**src/rtl/scpu_pkg.sv**
```systemverilog
// Shared definitions for the single-cycle CPU front end: jump encodings,
// fetch-unit state encoding and the canonical NOP instruction.
package scpu_pkg;

    localparam logic [1:0] JMP_NONE = 2'b00;
    localparam logic [1:0] JMP_JAL  = 2'b01;
    localparam logic [1:0] JMP_JALR = 2'b10;

    typedef enum logic [1:0] {
        FETCH = 2'd0,
        EXEC  = 2'd1,
        HALT  = 2'd2
    } state_t;

    // addi x0, x0, 0
    localparam logic [31:0] NOP_INST = 32'h0000_0013;

endpackage

```
**src/rtl/scpu_next_pc.sv**
```systemverilog
// Combinational next-PC selection from the decoder's jump/branch controls
// and the ALU zero flag, plus the word-alignment check on the result.
module scpu_next_pc
    import scpu_pkg::*;
(
    input  logic [31:0] pc,
    input  logic [31:0] imm,
    input  logic [31:0] rs1_data,
    input  logic [1:0]  jump,
    input  logic        branch,
    input  logic        branch_n,
    input  logic        zero,
    output logic [31:0] target,
    output logic        misaligned
);

    logic [31:0] pc_rel;
    logic [31:0] pc_seq;
    logic [31:0] jalr_sum;
    logic        br_taken;

    assign pc_rel   = pc + imm;
    assign pc_seq   = pc + 32'd4;
    assign jalr_sum = rs1_data + imm;
    // Both branch kinds high at once always resolves to taken.
    assign br_taken = (branch & zero) | (branch_n & ~zero);

    always_comb begin
        target = pc_seq;
        case (jump)
            JMP_JAL:  target = pc_rel;
            JMP_JALR: target = jalr_sum & ~32'h1;
            default:  target = br_taken ? pc_rel : pc_seq;
        endcase
    end

    assign misaligned = |target[1:0];

endmodule

```
**src/rtl/scpu_fetch_unit.sv**
```systemverilog
// PC register and instruction fetch with ready handshake and timeout;
// holds the fetched instruction for the decoder until the datapath commits.
module scpu_fetch_unit #(
    parameter logic [31:0] RESET_PC = 32'h0000_0000,
    parameter int unsigned TIMEOUT  = 16,
    parameter logic [31:0] NOP_INST = scpu_pkg::NOP_INST
) (
    input  logic        clk,
    input  logic        rst,
    output logic        imem_req,
    output logic [31:0] imem_addr,
    input  logic        imem_ready,
    input  logic [31:0] imem_rdata,
    output logic [31:0] inst,
    output logic [4:0]  OPcode,
    output logic [2:0]  Fun3,
    output logic        Fun7,
    output logic        inst_valid,
    output logic [31:0] pc_out,
    output logic [31:0] pc_plus4,
    input  logic        commit,
    input  logic [1:0]  Jump,
    input  logic        Branch,
    input  logic        BranchN,
    input  logic        zero,
    input  logic [31:0] imm,
    input  logic [31:0] rs1_data,
    output logic        misalign,
    output logic        bus_err
);

    import scpu_pkg::*;

    localparam int CNT_W = $clog2(TIMEOUT + 1);
    localparam logic [CNT_W-1:0] CNT_LAST = CNT_W'(TIMEOUT - 1);

    state_t             state_q, state_d;
    logic [31:0]        pc_q, pc_d;
    logic [31:0]        inst_q, inst_d;
    logic               inst_valid_q, inst_valid_d;
    logic               misalign_q, misalign_d;
    logic               bus_err_q, bus_err_d;
    logic [CNT_W-1:0]   cnt_q, cnt_d;

    logic [31:0]        next_target;
    logic               next_misaligned;

    scpu_next_pc u_next_pc (
        .pc         (pc_q),
        .imm        (imm),
        .rs1_data   (rs1_data),
        .jump       (Jump),
        .branch     (Branch),
        .branch_n   (BranchN),
        .zero       (zero),
        .target     (next_target),
        .misaligned (next_misaligned)
    );

    always_ff @(posedge clk) begin
        if (rst) begin
            state_q <= FETCH;
        end else begin
            state_q <= state_d;
        end
    end

    always_comb begin
        state_d = state_q;
        case (state_q)
            FETCH: begin
                if (imem_ready) begin
                    state_d = EXEC;
                end else if (cnt_q == CNT_LAST) begin
                    state_d = HALT;
                end
            end
            EXEC: begin
                if (commit) begin
                    state_d = next_misaligned ? HALT : FETCH;
                end
            end
            HALT:    state_d = HALT;
            default: state_d = FETCH;
        endcase
    end

    always_comb begin
        pc_d         = pc_q;
        inst_d       = inst_q;
        inst_valid_d = inst_valid_q;
        misalign_d   = misalign_q;
        bus_err_d    = bus_err_q;
        cnt_d        = cnt_q;
        case (state_q)
            FETCH: begin
                if (imem_ready) begin
                    inst_d       = imem_rdata;
                    inst_valid_d = 1'b1;
                    cnt_d        = '0;
                end else begin
                    cnt_d = cnt_q + 1'b1;
                    if (cnt_q == CNT_LAST) begin
                        bus_err_d = 1'b1;
                    end
                end
            end
            EXEC: begin
                if (commit) begin
                    inst_valid_d = 1'b0;
                    // A bad target freezes the PC at the faulting instruction.
                    if (next_misaligned) begin
                        misalign_d = 1'b1;
                    end else begin
                        pc_d   = next_target;
                        inst_d = NOP_INST;
                    end
                end
            end
            default: ;
        endcase
    end

    always_ff @(posedge clk) begin
        if (rst) begin
            pc_q         <= RESET_PC;
            inst_q       <= NOP_INST;
            inst_valid_q <= 1'b0;
            misalign_q   <= 1'b0;
            bus_err_q    <= 1'b0;
            cnt_q        <= '0;
        end else begin
            pc_q         <= pc_d;
            inst_q       <= inst_d;
            inst_valid_q <= inst_valid_d;
            misalign_q   <= misalign_d;
            bus_err_q    <= bus_err_d;
            cnt_q        <= cnt_d;
        end
    end

    // Request is gated by rst so it drops in the same cycle reset is raised.
    assign imem_req   = (state_q == FETCH) && !rst;
    assign imem_addr  = pc_q;
    assign inst       = inst_q;
    assign OPcode     = inst_q[6:2];
    assign Fun3       = inst_q[14:12];
    assign Fun7       = inst_q[30];
    assign inst_valid = inst_valid_q;
    assign pc_out     = pc_q;
    assign pc_plus4   = pc_q + 32'd4;
    assign misalign   = misalign_q;
    assign bus_err    = bus_err_q;

endmodule

```
**config.mk**
```make
export PLATFORM = sky130hd
export DESIGN_NAME = scpu_fetch_unit
export DESIGN_NICKNAME = d
export VERILOG_FILES = /design/src/rtl/scpu_pkg.sv /design/src/rtl/scpu_next_pc.sv /design/src/rtl/scpu_fetch_unit.sv
export SDC_FILE = /design/constraint.sdc
export NUM_CORES = 1
export LEC_CHECK = 0
export BUFFER_PORTS_ARGS = -buffer_cell sky130_fd_sc_hd__buf_2
export CAP_MARGIN = 40
export CORE_ASPECT_RATIO = 0.9
export CORE_MARGIN = 4
export CORE_UTILIZATION = 48
export CTS_CLUSTER_SIZE = 8
export DETAILED_ROUTE_END_ITERATION = 7
export PLACE_DENSITY_LB_ADDON = 0.12
export SLEW_MARGIN = 10
export SYNTH_ARGS = -nofsm -noshare
export SYNTH_HDL_FRONTEND = slang
export SYNTH_HIERARCHICAL = 1
export SYNTH_SLANG_ARGS = --single-unit
```
**constraint.sdc**
```tcl
create_clock -name clk -period 2.63 [get_ports clk]
set_input_delay 0.1315 -clock clk [delete_from_list [all_inputs] [get_ports clk]]
set_output_delay 0.1315 -clock clk [all_outputs]
set_load 0.02 [all_outputs]
```
### Word level (Yosys, flattened, before mapping)

Index checks and enable logic that the tools add are counted.
Widths: inputs -> output; s select.

| storage, ports and cells | value |
|---|---|
| output and inout bits | 141 |
| memory bits (writable) | 0 |
| latch bits | 0 |
| bits in read-only memories | 0 |
| word-level logic and storage cells | 52 |
| memories kept | 0 |
| register bits after elaboration | 74 |
| input bits | 105 |

| cells by class | value |
|---|---|
| shifts and indexed selects | 0 |
| div/mod/pow operators | 0 |
| reduce and logical (&&, ||, !) cells | 11 |
| order comparisons | 0 |
| eq/ne operators | 9 |
| $mul | 0 |
| mux-type cells | 15 |
| bitwise gates (word level) | 6 |
| $add $sub $neg | 4 |

Operator list:

| operator | count |
|---|---|
| $mux 32 | 4 |
| $pmux 32 s2 | 2 |
| $add 32x32->32 | 2 |
| $add 32x3->32 const B | 1 |
| $reduce_and 3->1 | 4 |
| $mux 2 | 4 |
| $ne 2x2->1 const B | 3 |
| $pmux 2 s3 | 1 |
| $add 5x1->5 const B | 1 |
| $eq 5x4->1 const B | 1 |
| $mux 5 | 1 |
| $eq 2x1->1 const B | 2 |
| $eq 2x2->1 const B | 2 |
| $reduce_and 4->1 | 1 |
| $ne 3x3->1 const B | 1 |
| $not 1->1 | 3 |
| $and 1x1->1 | 2 |
| $logic_not 2->1 | 1 |
| $mux 1 | 2 |
| $pmux 1 s2 | 1 |
| $reduce_and 2->1 | 1 |
| $reduce_bool 2->1 | 1 |
| $reduce_or 2->1 | 1 |
| $logic_and 1x1->1 | 1 |
| other kinds (2) | 2 |

### Depth between registers and ports, before layout

| logic depth | value |
|---|---|
| depth after elaboration | 9 |
| depth in mapped cells | 14 |
| depth with buffers taken out | 12 |

### Hierarchy

The synthesis kept the hierarchy.

Modules (own cells, without submodules):

| module | cells each | seq. area each (um^2) | times used | area an instance (um^2) |
|---|---|---|---|---|
| scpu_next_pc | 679 | 0.0 | 1 | 4,624.4 |
| scpu_fetch_unit | 433 | 1,481.4 | 1 | 3,520.9 |

### Worst setup path before layout

Ideal clock, no wire load.

| path | value |
|---|---|
| kind | flip-flop to flip-flop |
| from | reg pc_q[17] (netlist: imem_addr[17]) |
| to | reg pc_q[28] (netlist: imem_addr[28]) |
| clock period less this slack | 2,893 ps |
| library setup time | 132 ps |
| data required time | 2,498 ps |
| stages on the path, launching flop included | 13 |
| path buffers | 1 |
| data arrival time | 2,760 ps |
| slack | -263 ps |
| path through | dfxtp_1 > ha_1 > buf_6 > and3_1 > and4_4 > a32oi_2 > a31oi_2 > a211o_1 > a21oi_2 > xnor2_1 > a2111o_1 > nand2_1 > a21oi_1 |

| on the way | value |
|---|---|
| longest elaborated chain between the ends | 3 |
| elaborated cells on any way between the ends | 4 |
| classes of those cells | add/sub (2); mux (2) |

Ends and longest elaborated chain:

| element | RTL line | source |
|---|---|---|
| start, declared | scpu_fetch_unit.sv:38 | `logic [31:0] pc_q, pc_d;` |
| start signal, assigned | scpu_fetch_unit.sv:133 | `pc_q <= pc_d;` |
| $add 32x3->32 or $add 32x32->32 (tied branches) | scpu_next_pc.sv:23, scpu_next_pc.sv:22 |  |
| $mux 32 | scpu_next_pc.sv:33 | `default: target = br_taken ? pc_rel : pc_seq;` |
| $pmux 32 s2 (*) | scpu_next_pc.sv:30 | `case (jump)` |
| via next_target[28] | scpu_fetch_unit.sv:45 | `logic [31:0] next_target;` |

The timed path passes the listed nets; every way through them passes the cells marked *.
A chain may end at the register's enable or synchronous reset.

### Final worst setup path

| path | value |
|---|---|
| from | reg pc_q[1] (netlist: imem_addr[1]) |
| to | reg pc_q[28] (netlist: imem_addr[28]) |

Same word-level chain as after synthesis.

==> results_dict.tcl <==
set metrics [dict create \
    status "complete, but fails checks" \
    failed_checks "setup timing" \
    cp_common_cell "a21oi_2" \
    p_per_area_mw_per_mm2 377 \
    highest_layer "met4" \
    peakVddDrop_mv 0.316 \
    postSynthAreaPerCell_um2 7.32 \
    numCtsBuffers 9 \
    crit_type "reg -> reg" \
    worst_pin_slew_ns 0.754 \
    rows 44 \
    die_h_um 132 \
    die_w_um 145 \
    min_path_type "in -> reg" \
    synth_flop_cell "dfxtp_1" \
    clk_latency_ns 0.35 \
    via_per_inst 5.78 \
    wirelength_um 30600 \
    clock-sinks 74 \
    crit_slowest_cell "fa_2" \
    synth-edff-count 0 \
    drt_iter0_drc 756 \
    io_pins 246 \
    rsz0062_at_grt "yes" \
    floorplan.initialDensity_pct 49.6 \
    syn_inst 1112 \
    wl_per_cell_um 18.2 \
    arrival_ns 2.91 \
    netlist_area_mm2 0.00815 \
    dieArea_mm2 0.0191 \
    diodes 0 \
    hold_viol_final 0 \
    grt_pass1_vias 9107 \
    synthArstFlopShare_pct 0 \
    antenna_found_initial 0 \
    yosys_register_bits 74 \
    slew_viol_final 0 \
    drv_cap 0 \
    syn2layout_area_growth_pct 38.2 \
    timing.final.ws_setup_ns -0.0496 \
    cp_slowest_stage_delay_ns 0.41 \
    gp_congestion 0.966 \
    pre_cts_slack_ns -0.242 \
    cts_hold_buf 0 \
    crit_chain "buf_6, fa_2, a211oi_4, o21ai_2, nand3_2, a31oi_4, a211o_1, a21oi_2, xnor2_1, a2111o_1, nand2_1, a21oi_2" \
    drive_above_1_share_pct 35.9 \
    place_area_mm2 0.0106 \
    fin_crit_ns 2.68 \
    vias 9711 \
    ys_warn_count 6 \
    cts.htree.levels 3 \
    power_mw 4.24 \
    max_freq_mhz 373 \
    cts_root_buffer "clkbuf_16" \
    finalCritPeriodShare_pct 102 \
    cts.path.max_buffers 2 \
    grt_pass1_wl_um 47300 \
    cts_tree "yes" \
    grtUsageTotal_pct 29.9 \
    postLayoutCellArea_mm2 0.0113 \
    wl_met1_um 12600 \
    relSlewSlack_pct 49.6 \
    ant_nets 0 \
    wl_met3_um 2280 \
    end_kind "flop" \
    io_buffers 245 \
    fp.coreArea_mm2 0.0164 \
    cp_max_fo 3 \
    clk_pin_slew_ns 0.06 \
    crit_required_ns 2.86 \
    drc 0 \
    overflow 0 \
    startpoint_type "flop" \
    synth.yosys.seq_area_share_pct 18.2 \
    grt_max_degree 41 \
    wl_met2_um 14400 \
    netlist-cell-type-count 71 \
    syn_nets 1286 \
    final_nets 1641 \
    finalSetupViolations 2 \
    hpwl_um 23800 \
    p_leak_nw 5.35 \
    firstDrtPassIters 5 \
    worst_clock_skew_ns 0.00885 \
    hold_ws_ns 0.0251 \
]
repair_timing:
action / 4_1_cts / 5_1_grt
resized for setup: 16 / 34
setup endpoints to repair: 6 / 25
gates cloned: 0 / 0
buffers inserted: 1 / 10
pin swaps: 3 / 22
cell usage in the layout, fill, tap and decap left out, types with 9 or more instances in the layout:
cell and instances:
buf_2 245, nor2_1 81, o211ai_1 10, dfxtp_1 56
nand4_1 23, nand3_1 50, a22oi_1 41, nor2b_1 12
o21a_1 9, buf_4 183, a21o_1 28, dfxtp_2 11
inv_1 21, o221ai_1 10, o21ai_0 38, xnor2_1 67
a31oi_1 11, and2_1 9, ha_1 57, o21bai_1 9
nand2_1 133, a21oi_1 107, nor3_1 23, nand2b_1 14
clkbuf_16 11, xor2_1 38, and3_1 16
cell type report:
class | count | area (um^2)
sequential | 74 | 1520
clock buffer | 12 | 279
timing repair buffer | 434 | 2700
multi-input combinational | 927 | 6360
tap | 207 | 259
inverter | 21 | 78.8
fill | 1443 | 5150
clock inverter | 4 | 53.8
state kept, by name, indices dropped and copies added (netlist names):
name        cells
imem_addr      32
bus_err         1
inst           32
misalign        1
inst_valid      1
cnt_q           5
state_q         2
kinds of logic (layout without fill, tap and decap cells):
group / Yosys count / after routing / synth area share (%)
AO/OA/AOI/OAI: 335 / 335 / 26.5
XOR/XNOR: 106 / 106 / 11.4
adder cells (fa/ha/maj): 69 / 69 / 10.8
buffers and inverters: 111 / 471 / 7.59
flip-flops: 74 / 74 / 18.2
multiplexers: 5 / 5 / 0.614
AND/OR/NAND/NOR: 412 / 412 / 24.9
Yosys cell counts, types with 21 or more instances:
master	count	share of area [%]
clkbuf_1	35	1.6
dfxtp_1	74	18
inv_1	21	0.97
ha_1	67	10
a22oi_1	41	3.8
xor2_1	38	4.1
nand3_1	51	3.1
nand2_1	134	6.2
nand4_1	23	1.8
nor2_1	84	3.9
o21ai_0	47	2.9
nor3_1	24	1.5
xnor2_1	68	7.3
buf_4	43	4.0
a21o_1	28	2.6
a21oi_1	113	6.9
power by group:
part / internal (mW) / switching, mW
Combinational: 0.704 / 0.935
Clock: 0.855 / 0.531
Sequential: 1.17 / 0.0420
Total: 2.73 / 1.51
worst paths after layout:
| kind | cells after the start | endpoint | startpoint | slack, ns |
|---|---|---|---|---|
| worst min-delay path | 3 | inst[0] | imem_rdata[0] | 0.03 |
| worst min register to register | 2 | misalign | misalign | 0.45 |
| worst max-delay path | 12 | imem_addr[28] | imem_addr[1] | -0.05 |
| worst max register to register | 12 | imem_addr[28] | imem_addr[1] | -0.05 |
worst max-delay path, delay by kind of cell (launching register included):
family                     cells  cell delay, ns
AOI/OAI and AO/OA              7            1.37
adders and majority gates      1            0.41
DFF                            1            0.34
and+or+nand+nor                2            0.24
buffers and inverters          1            0.12
xor gates and xnor gates       1            0.09
stage by stage:
stage / TNS [ns] / std cells / util [%]
global placement: -1.30 / 1650 / 64.4
floorplan: 0 / 1112 / -
global route: -0.393 / 1679 / 68.6
finish: -0.0716 / 1679 / 68.6
detailed placement: -1.49 / 1652 / 64.5
CTS: -0.0295 / 1669 / 67.0
layer usage:
| metal | vias to the layer above | GRT usage, % |
|---|---|---|
| met5 | - | 0 |
| met4 | 0 | 11.6 |
| met3 | 93 | 4.72 |
| met2 | 444 | 50.9 |
| met1 | 4453 | 37.9 |
| li1 | 4721 | - |
Note: power is estimated with default switching activity, not from simulation.
